File: config.mk
export PLATFORM = sky130hd
export DESIGN_NAME = mux_tree_pipe
export DESIGN_NICKNAME = d
export VERILOG_FILES = /design/src/rtl/mux_tree_pkg.sv /design/src/rtl/mux_tree_pipe_mux2_stage.sv /design/src/rtl/mux_tree_pipe.sv
export SDC_FILE = /design/constraint.sdc
export NUM_CORES = 1
export LEC_CHECK = 0
export CAP_MARGIN = 10
export CELL_PAD_IN_SITES_DETAIL_PLACEMENT = 0
export CELL_PAD_IN_SITES_GLOBAL_PLACEMENT = 1
export CORE_MARGIN = 1.5
export CORE_UTILIZATION = 35
export CTS_BUF_LIST = sky130_fd_sc_hd__clkbuf_8 sky130_fd_sc_hd__clkbuf_16
export CTS_CLUSTER_DIAMETER = 120
export DETAILED_ROUTE_END_ITERATION = 8
export GPL_TIMING_DRIVEN = 0
export PLACE_DENSITY = 0.76
export SLEW_MARGIN = 10
export SYNTH_ARGS = -nofsm -noshare
export SYNTH_HDL_FRONTEND = slang
export SYNTH_SLANG_ARGS = --single-unit
File: constraint.sdc
create_clock -name clk -period 1.19 [get_ports clk]
set_input_delay 0.238 -clock clk [delete_from_list [all_inputs] [get_ports clk]]
set_output_delay 0.238 -clock clk [all_outputs]
set_load 0.02 [all_outputs]
File: src/rtl/mux_tree_pkg.sv
// Shared definitions for the pipelined mux tree: mode encodings and tree sizing.
package mux_tree_pkg;

  localparam logic MODE_DIRECT = 1'b0;
  localparam logic MODE_SCAN   = 1'b1;

  // Number of 2:1 levels needed to reduce n inputs to one.
  function automatic int tree_levels(input int n);
    int levels;
    levels = 0;
    while ((1 << levels) < n) levels++;
    return levels;
  endfunction

endpackage

File: src/rtl/mux_tree_pipe_mux2_stage.sv
// One level of the selector tree: N_PAIRS 2:1 muxes steered by select bit LEVEL,
// optionally followed by a register stage carrying data, the full select and valid.
module mux2_stage #(
  parameter int WIDTH   = 1,
  parameter int N_PAIRS = 1,
  parameter int SEL_W   = 1,
  parameter int LEVEL   = 0,
  parameter int REG     = 1
) (
  input  logic                       clk,
  input  logic                       rst_n,
  input  logic [2*N_PAIRS*WIDTH-1:0] data_in,
  input  logic [SEL_W-1:0]           sel_in,
  input  logic                       valid_in,
  output logic [N_PAIRS*WIDTH-1:0]   data_out,
  output logic [SEL_W-1:0]           sel_out,
  output logic                       valid_out
);

  logic [N_PAIRS*WIDTH-1:0] mux_d;

  // Pair j picks element 2j+1 when this level's select bit is set, else 2j.
  always_comb begin
    // NOTE: assign a default before the loop so every bit is driven on every path; no latch is inferred.
    mux_d = '0;
    for (int j = 0; j < N_PAIRS; j++) begin
      mux_d[j*WIDTH +: WIDTH] = sel_in[LEVEL] ? data_in[(2*j+1)*WIDTH +: WIDTH]
                                              : data_in[(2*j)*WIDTH +: WIDTH];
    end
  end

  if (REG != 0) begin : g_reg
    logic [N_PAIRS*WIDTH-1:0] data_q, data_d;
    logic [SEL_W-1:0]         sel_q, sel_d;
    logic                     valid_q, valid_d;

    // Data and select only advance on valid samples; bubbles just clear valid.
    always_comb begin
      data_d  = valid_in ? mux_d : data_q;
      sel_d   = valid_in ? sel_in : sel_q;
      valid_d = valid_in;
    end

    // Stage register with asynchronous clear of everything, data included.
    always_ff @(posedge clk or negedge rst_n) begin
      if (!rst_n) begin
        // NOTE: data registers are reset as well because `out` must read 0 until the first valid sample emerges.
        data_q  <= '0;
        sel_q   <= '0;
        valid_q <= 1'b0;
      end else begin
        // NOTE: non-blocking assignments so every stage samples the previous stage's old value on the same edge.
        data_q  <= data_d;
        sel_q   <= sel_d;
        valid_q <= valid_d;
      end
    end

    assign data_out  = data_q;
    assign sel_out   = sel_q;
    assign valid_out = valid_q;
  end else begin : g_comb
    logic unused_clk_rst;
    assign unused_clk_rst = clk ^ rst_n;

    assign data_out  = mux_d;
    assign sel_out   = sel_in;
    assign valid_out = valid_in;
  end

endmodule

File: src/rtl/mux_tree_pipe.sv
// N_IN:1 selector built from SEL_W levels of 2:1 muxes, with a valid pipeline
// and an auto-scan mode that steps the select across all channels.
module mux_tree_pipe
  import mux_tree_pkg::*;
#(
  parameter int WIDTH = 1,
  parameter int N_IN  = 8,
  parameter int SEL_W = tree_levels(N_IN),
  parameter int PIPE  = 1
) (
  input  logic                  clk,
  input  logic                  rst_n,
  input  logic [N_IN*WIDTH-1:0] in,
  input  logic [SEL_W-1:0]      sel,
  input  logic                  mode,
  input  logic                  in_valid,
  output logic [WIDTH-1:0]      out,
  output logic [SEL_W-1:0]      out_sel,
  output logic                  out_valid
);

  if (N_IN < 2 || (N_IN & (N_IN - 1)) != 0) begin : g_bad_n_in
    $error("mux_tree_pipe: N_IN must be a power of two and at least 2");
  end

  logic [SEL_W-1:0] scan_cnt_q, scan_cnt_d;
  logic [SEL_W-1:0] eff_sel;

  // Scan counter: cleared in direct mode, steps per accepted sample in scan mode.
  // N_IN is a power of two, so natural overflow gives the N_IN-1 -> 0 wrap.
  always_comb begin
    scan_cnt_d = scan_cnt_q;
    if (mode == MODE_DIRECT) scan_cnt_d = '0;
    else if (in_valid)       scan_cnt_d = scan_cnt_q + SEL_W'(1);
    eff_sel = (mode == MODE_SCAN) ? scan_cnt_q : sel;
  end

  // Scan counter register.
  always_ff @(posedge clk or negedge rst_n) begin
    if (!rst_n) scan_cnt_q <= '0;
    else        scan_cnt_q <= scan_cnt_d;
  end

  // Level k halves the candidate set using select bit k (LSB first, so out = in[eff_sel]).
  // Without PIPE only the last level is registered, giving a single output register.
  for (genvar k = 0; k < SEL_W; k++) begin : g_lvl
    localparam int N_PAIRS   = N_IN >> (k + 1);
    localparam int STAGE_REG = (PIPE != 0 || k == SEL_W - 1) ? 1 : 0;

    logic [2*N_PAIRS*WIDTH-1:0] d_in;
    logic [SEL_W-1:0]           s_in;
    logic                       v_in;
    logic [N_PAIRS*WIDTH-1:0]   d_out;
    logic [SEL_W-1:0]           s_out;
    logic                       v_out;

    if (k == 0) begin : g_first
      assign d_in = in;
      assign s_in = eff_sel;
      assign v_in = in_valid;
    end else begin : g_next
      assign d_in = g_lvl[k-1].d_out;
      assign s_in = g_lvl[k-1].s_out;
      assign v_in = g_lvl[k-1].v_out;
    end

    mux2_stage #(
      .WIDTH  (WIDTH),
      .N_PAIRS(N_PAIRS),
      .SEL_W  (SEL_W),
      .LEVEL  (k),
      .REG    (STAGE_REG)
    ) u_stage (
      .clk      (clk),
      .rst_n    (rst_n),
      .data_in  (d_in),
      .sel_in   (s_in),
      .valid_in (v_in),
      .data_out (d_out),
      .sel_out  (s_out),
      .valid_out(v_out)
    );
  end

  assign out       = g_lvl[SEL_W-1].d_out;
  assign out_sel   = g_lvl[SEL_W-1].s_out;
  assign out_valid = g_lvl[SEL_W-1].v_out;

endmodule

==> flow_summary.yaml, run 1 <==
sta:
  min_period_over_period_pct: 97.0
  rsz0062_at_grt: "false"
  slew_violations: 0
  fmax_mhz: 866
  worst_slew_pin_slew_ns: 0.977
  setup_tns_ns: 0
  period_needed_ns: 1.15
  slew_headroom_pct: 34.8
  setup_viol: 0
  clock_skew_ns: 0.00292
  hold_viol: 0
pwr:
  power_density_mw_per_mm2: 1580
  total_leakage_power_nw: 0.543
  finalPower_w: 0.00187
  ir_drop_v: 0.000800
finish:
  nets: 110
  fill_cells: 232
  area_delta_synth_final_pct: 31.4
  drive_above_1_share_pct: 15.1
  antenna_cells: 0
  final_cell_area_mm2: 0.00119
  multi_input_area_um2: 330
  seqCellArea_um2: 552
synthesis:
  synth_area_um2: 905
  synth_nets: 86
  synth.ff_latch_count: 22
  synthCells: 70
  ys.warnings.count: 0
  ys_top_cells_by_area: "dfrtp_1 (61%), mux2i_1 (11%), mux2_1 (7.5%)"
  ys_seq_area_share_pct: 60.9
  synth_top_area_cell: "dfrtp_1"
  yosys.cell_types.count: 15
  avgSynthCellArea_um2: 12.9
  synth_top_area_share_pct: 60.9
setup_path:
  crit_chain: "clkdlybuf4s15_1"
  critical_path_buf_inv_count: 1
  path_max_fanout: 2
  cpMaxStageDelayCell: "dfrtp_1"
  crit_family: "flip-flops"
  end_kind: "output port"
  worstPathArrival_ns: 0.92
  worstPathRequired_ns: 0.95
  cp-start-kind: "flop"
  slowest_delay_ns: 0.38
  path_class: "flop to output port"
clock_network:
  cts_tree: "built"
  h-tree-depth: 1
  worstSkewPairLatency_ns: 0.26
  clk_pin_slew_ns: 0.08
  clock-sinks: 22
  clock_path_buffers: 2
  cts_hold_buf: 0
  cts_root_buffer: "clkbuf_8"
  cts-buffers-inserted: 3
run_status:
  outcome: "complete, no violations"
global_route:
  grt_usage_pct: 11.8
  grt_pass1_wl_um: 2410
  grt_max_degree: 23
  grt_pass1_vias: 566
  antenna_found_initial: 0
  grt_overflow_total: 0
die:
  start_util_pct: 36.9
  fp.dieH_um: 53.8
  die_w_um: 53.8
  die-area_mm2: 0.00290
  io_pins: 20
  core.rowCount: 18
  coreArea_mm2: 0.00245
routing:
  drc_errors: 0
  ant_nets: 0
  drt_iter0_drc: 8
  vias: 574
  vias_per_cell: 4.67
  dr.pass1.iters: 4
  finalWirelength_um: 1390
  wl_per_cell_um: 11.3
place:
  place_congestion: 0.671
  portBuffers: 18
  placed_area_mm2: 0.00112
flow_run:
  cap_viol_max_count: 0
min_path:
  hold_path.class: "input pin to asynchronous set/reset pin"
[per-layer routing]
layer  part of all wire [%]  wire (µm)  global-route usage [%]
met1                     43        605                    14.4
met2                     52        721                    19.9
met3                    4.7         66                    2.50
met4                      0          0                    5.13
met5                      0          0                       0
[state kept, by name (all words and copies together) (netlist names)]
name / cells
g_lvl.u_stage.sel_out: 9
g_lvl.u_stage.data_out: 7
g_lvl.u_stage.valid_out: 3
scan_cnt_q: 3
[power breakdown]
group	leakage (nW)	switching [W]	internal, W	total, W
clock network	0.0357	0.000234	0.000449	0.000682
logic	0.251	0.000136	0.000153	0.000289
registers	0.256	0.0000587	0.000843	0.000902
total	0.543	0.000428	0.00145	0.00187
[cell usage after synthesis (all sizes together)]
cell / n
a21oi: 10
mux2i: 11
nor2b: 1
clkbuf: 2
xnor2: 1
nand2: 1
dfrtp: 22
nor2: 10
xor2: 1
mux2: 6
and2: 2
ha: 1
buf: 2
[per-stage QoR]
step           setup slack [ns]  utilization (%)  instances  hold WS [ns]
5_1_grt                 0.00385             48.4        123         0.201
3_5_place_dp             -0.424             45.7        118         0.365
2_1_floorplan             0.158                -         70       -0.0576
3_3_place_gp             -0.386             45.7        118         0.361
6_report                 0.0356             48.4        123         0.128
4_1_cts                 0.00744             48.7        122         0.228
[path summary, 6_finish.rpt]
path | from | end | slack, ns | cells after the start
max in group asynchronous | rst_n | scan_cnt_q[0]$_DFFE_PN0P_ | 0.40 | 1
setup / recovery | g_lvl[2].u_stage.data_out$_DFFE_PN0P_ | out | 0.04 | 1
min in group clk | mode | scan_cnt_q[0]$_DFFE_PN0P_ | 0.24 | 2
hold reg to reg | g_lvl[0].u_stage.valid_out$_DFF_PN0_ | g_lvl[1].u_stage.valid_out$_DFF_PN0_ | 0.38 | 0
hold / removal | rst_n | g_lvl[2].u_stage.sel_out[2]$_DFFE_PN0P_ | 0.13 | 1
setup reg to reg | scan_cnt_q[0]$_DFFE_PN0P_ | g_lvl[0].u_stage.data_out[0]$_DFFE_PN0P_ | 0.08 | 3
[final cells by class]
cell class | instances | area share (%)
repair buffers | 19 | 14.3
clock buffers | 3 | 3.47
plain buffers | 4 | 2.32
clock inverters | 1 | 2.53
flip-flops and latches | 22 | 46.4
well taps | 30 | 3.16
multi-input cells | 44 | 27.8
[what timing repair did]
| action | in CTS | in global routing |
|---|---|---|
| setup buffers | 0 | 1 |
| resized for setup | 11 | 9 |
| setup endpoints to repair | 13 | 30 |
| pin swaps | 0 | 0 |
[cells in the final DEF (no fill, tap or decap), types with 2 or more instances in the layout]
master,netlist,layout
clkdlybuf4s50_1,0,12
clkbuf_8,0,3
dfrtp_1,22,21
a21oi_1,10,10
buf_4,0,2
mux2_1,6,6
mux2i_1,10,10
and2_1,2,2
nor2_1,10,10
clkbuf_2,0,4
[kinds of logic (layout without fill, tap and decap cells)]
kind of cell    after synthesis  in the layout  synth area share (%)
flops                        22             22                  60.9
mux                          17             17                  21.0
simple gates                 14             14                  6.64
compound gates               10             10                  5.53
buf+inv                       4             27                  2.63
xor+xnor                      2              2                  1.94
fa+ha+maj                     1              1                  1.38
Power figures use the tool's default switching activity.
==> inputs of run 2 (changes only) <==
==> constraint.sdc (replaced) <==
create_clock -name clk -period 1.4 [get_ports clk]
set_input_delay 0.28 -clock clk [delete_from_list [all_inputs] [get_ports clk]]
set_output_delay 0.28 -clock clk [all_outputs]
set_load 0.02 [all_outputs]
==> run 2 against run 1 <==
First-iteration DRC count unchanged. Cell count down 0.81%. Via count down 0.87%. Sequential share of layout area fell by 0.11 points. Highest routed layer unchanged.
==> flow_summary.yaml, run 2 (synthesized netlist as in run 1, its figures left out) <==
setup_path:
  path_class: "flop to output port"
  slowest_delay_ns: 0.38
  crit_cells: 1
  critical_path_buf_inv_count: 1
  crit_chain: "dlygate4sd2_1"
  worstPathArrival_ns: 0.96
  path_max_fanout: 2
  worstPathRequired_ns: 1.12
  end_kind: "output port"
  crit_family: "flip-flops"
  cp-start-kind: "flop"
  cpMaxStageDelayCell: "dfrtp_1"
  ff2ff_path_depth: 3
sta:
  holdWs_ns: 0.279
  setup_viol: 0
  rsz0062_at_grt: "false"
  slew_violations: 0
  slew_headroom_pct: 34.4
  fin_ws_ns: 0.161
  fmax_mhz: 807
  hold_viol: 0
  clock_skew_ns: 0.00288
  min_period_over_period_pct: 88.5
  period_needed_ns: 1.24
  worst_slew_pin_slew_ns: 0.982
pwr:
  ir_drop_v: 0.000677
  power_density_mw_per_mm2: 1340
  total_leakage_power_nw: 0.534
finish:
  layout_common_cells: "dfrtp_1 (22), clkdlybuf4s50_1 (13), mux2i_1 (10), nor2_1 (10), a21oi_1 (10)"
  layout.cells.non_filler: 122
  nets: 109
  drive_above_1_share_pct: 8.70
  largest_reg_flops: 9
  final_cell_area_mm2: 0.00119
  final_common_cell: "dfrtp_1"
  area_delta_synth_final_pct: 31.4
  antenna_cells: 0
  final_util_pct: 48.4
  fill_cells: 234
routing:
  top_layer: "met3"
  dr_wl_met3_um: 60
  wl_per_cell_um: 11.2
  met2WireLength_um: 712
  dr.pass1.iters: 4
  vias: 569
  ant_nets: 0
  finalWirelength_um: 1370
  drc_errors: 0
  wl_met1_um: 598
  drt_iter0_drc: 8
  vias_per_cell: 4.66
place:
  place_congestion: 0.671
  placed_cells: 118
  portBuffers: 18
  post-place-ws_ns: -0.256
  placed_area_mm2: 0.00112
clock_network:
  clock-sinks: 22
  cts_hold_buf: 0
  worstSkewPairLatency_ns: 0.26
  cts-buffers-inserted: 3
  h-tree-depth: 1
  clock_path_buffers: 2
  clk_pin_slew_ns: 0.08
  cts_tree: "built"
  cts_root_buffer: "clkbuf_8"
  post_cts.repair.setup_buffers: 0
global_route:
  grt_pass1_vias: 566
  grt_usage_pct: 11.8
  grt_pass1_wl_um: 2410
  grt_max_degree: 23
  grt_overflow_total: 0
  antenna_found_initial: 0
die:
  start_util_pct: 36.9
  die-area_mm2: 0.00290
  io_pins: 20
  coreArea_mm2: 0.00245
  die_w_um: 53.8
  fp.dieH_um: 53.8
  core.rowCount: 18
flow_run:
  cap_viol_max_count: 0
min_path:
  hold_depth: 2
  hold_path.class: "input pin to flop"
run_status:
  outcome: "complete, no violations"
[run 2: final timing paths]
check	end	startpoint	slack, ns
setup / recovery	out_sel[2]	g_lvl[2].u_stage.sel_out[2]$_DFFE_PN0P_	0.16
min in group asynchronous	g_lvl[2].u_stage.sel_out[2]$_DFFE_PN0P_	rst_n	0.56
max in group asynchronous	scan_cnt_q[1]$_DFFE_PN0P_	rst_n	0.25
hold / removal	scan_cnt_q[0]$_DFFE_PN0P_	mode	0.28
setup reg to reg	g_lvl[0].u_stage.data_out[0]$_DFFE_PN0P_	scan_cnt_q[0]$_DFFE_PN0P_	0.27
hold reg to reg	g_lvl[1].u_stage.valid_out$_DFF_PN0_	g_lvl[0].u_stage.valid_out$_DFF_PN0_	0.38
[run 2: what timing repair did]
item                                    4_1_cts  5_1_grt
endpoints found under the setup margin        5        3
endpoints found under the hold margin         0        0
resized for setup                             5        2
[run 2: metal layers]
layer | global-route usage [%] | up-vias
met1 | 14.4 | 273
met5 | 0 | -
met4 | 5.13 | 0
met2 | 19.9 | 14
met3 | 2.50 | 0
li1 | - | 282
[run 2: power by group]
group | leakage (nW) | switching, W | internal [W]
sequential | 0.258 | 0.0000486 | 0.000716
combinational | 0.241 | 0.000114 | 0.000130
clock | 0.0357 | 0.000198 | 0.000381
[run 2: stage by stage]
| stage | setup TNS, ns | power (W) |
|---|---|---|
| 2_1_floorplan | 0 | 0.000918 |
| 3_3_place_gp | -3.65 | 0.00104 |
| 3_5_place_dp | -4.30 | 0.00105 |
| 4_1_cts | 0 | 0.00162 |
| 5_1_grt | 0 | 0.00168 |
| 6_report | 0 | 0.00159 |
[run 2: layout make-up]
| type | instances | area (µm²) | area share (%) |
|---|---|---|---|
| buffer | 4 | 25.0 | 2.11 |
| clock buffer | 3 | 41.3 | 3.47 |
| clock inverter | 1 | 30.0 | 2.53 |
| multi-input combinational | 44 | 330 | 27.8 |
| sequential | 22 | 551 | 46.3 |
| tap | 30 | 37.5 | 3.16 |
| timing repair buffer | 18 | 174 | 14.6 |
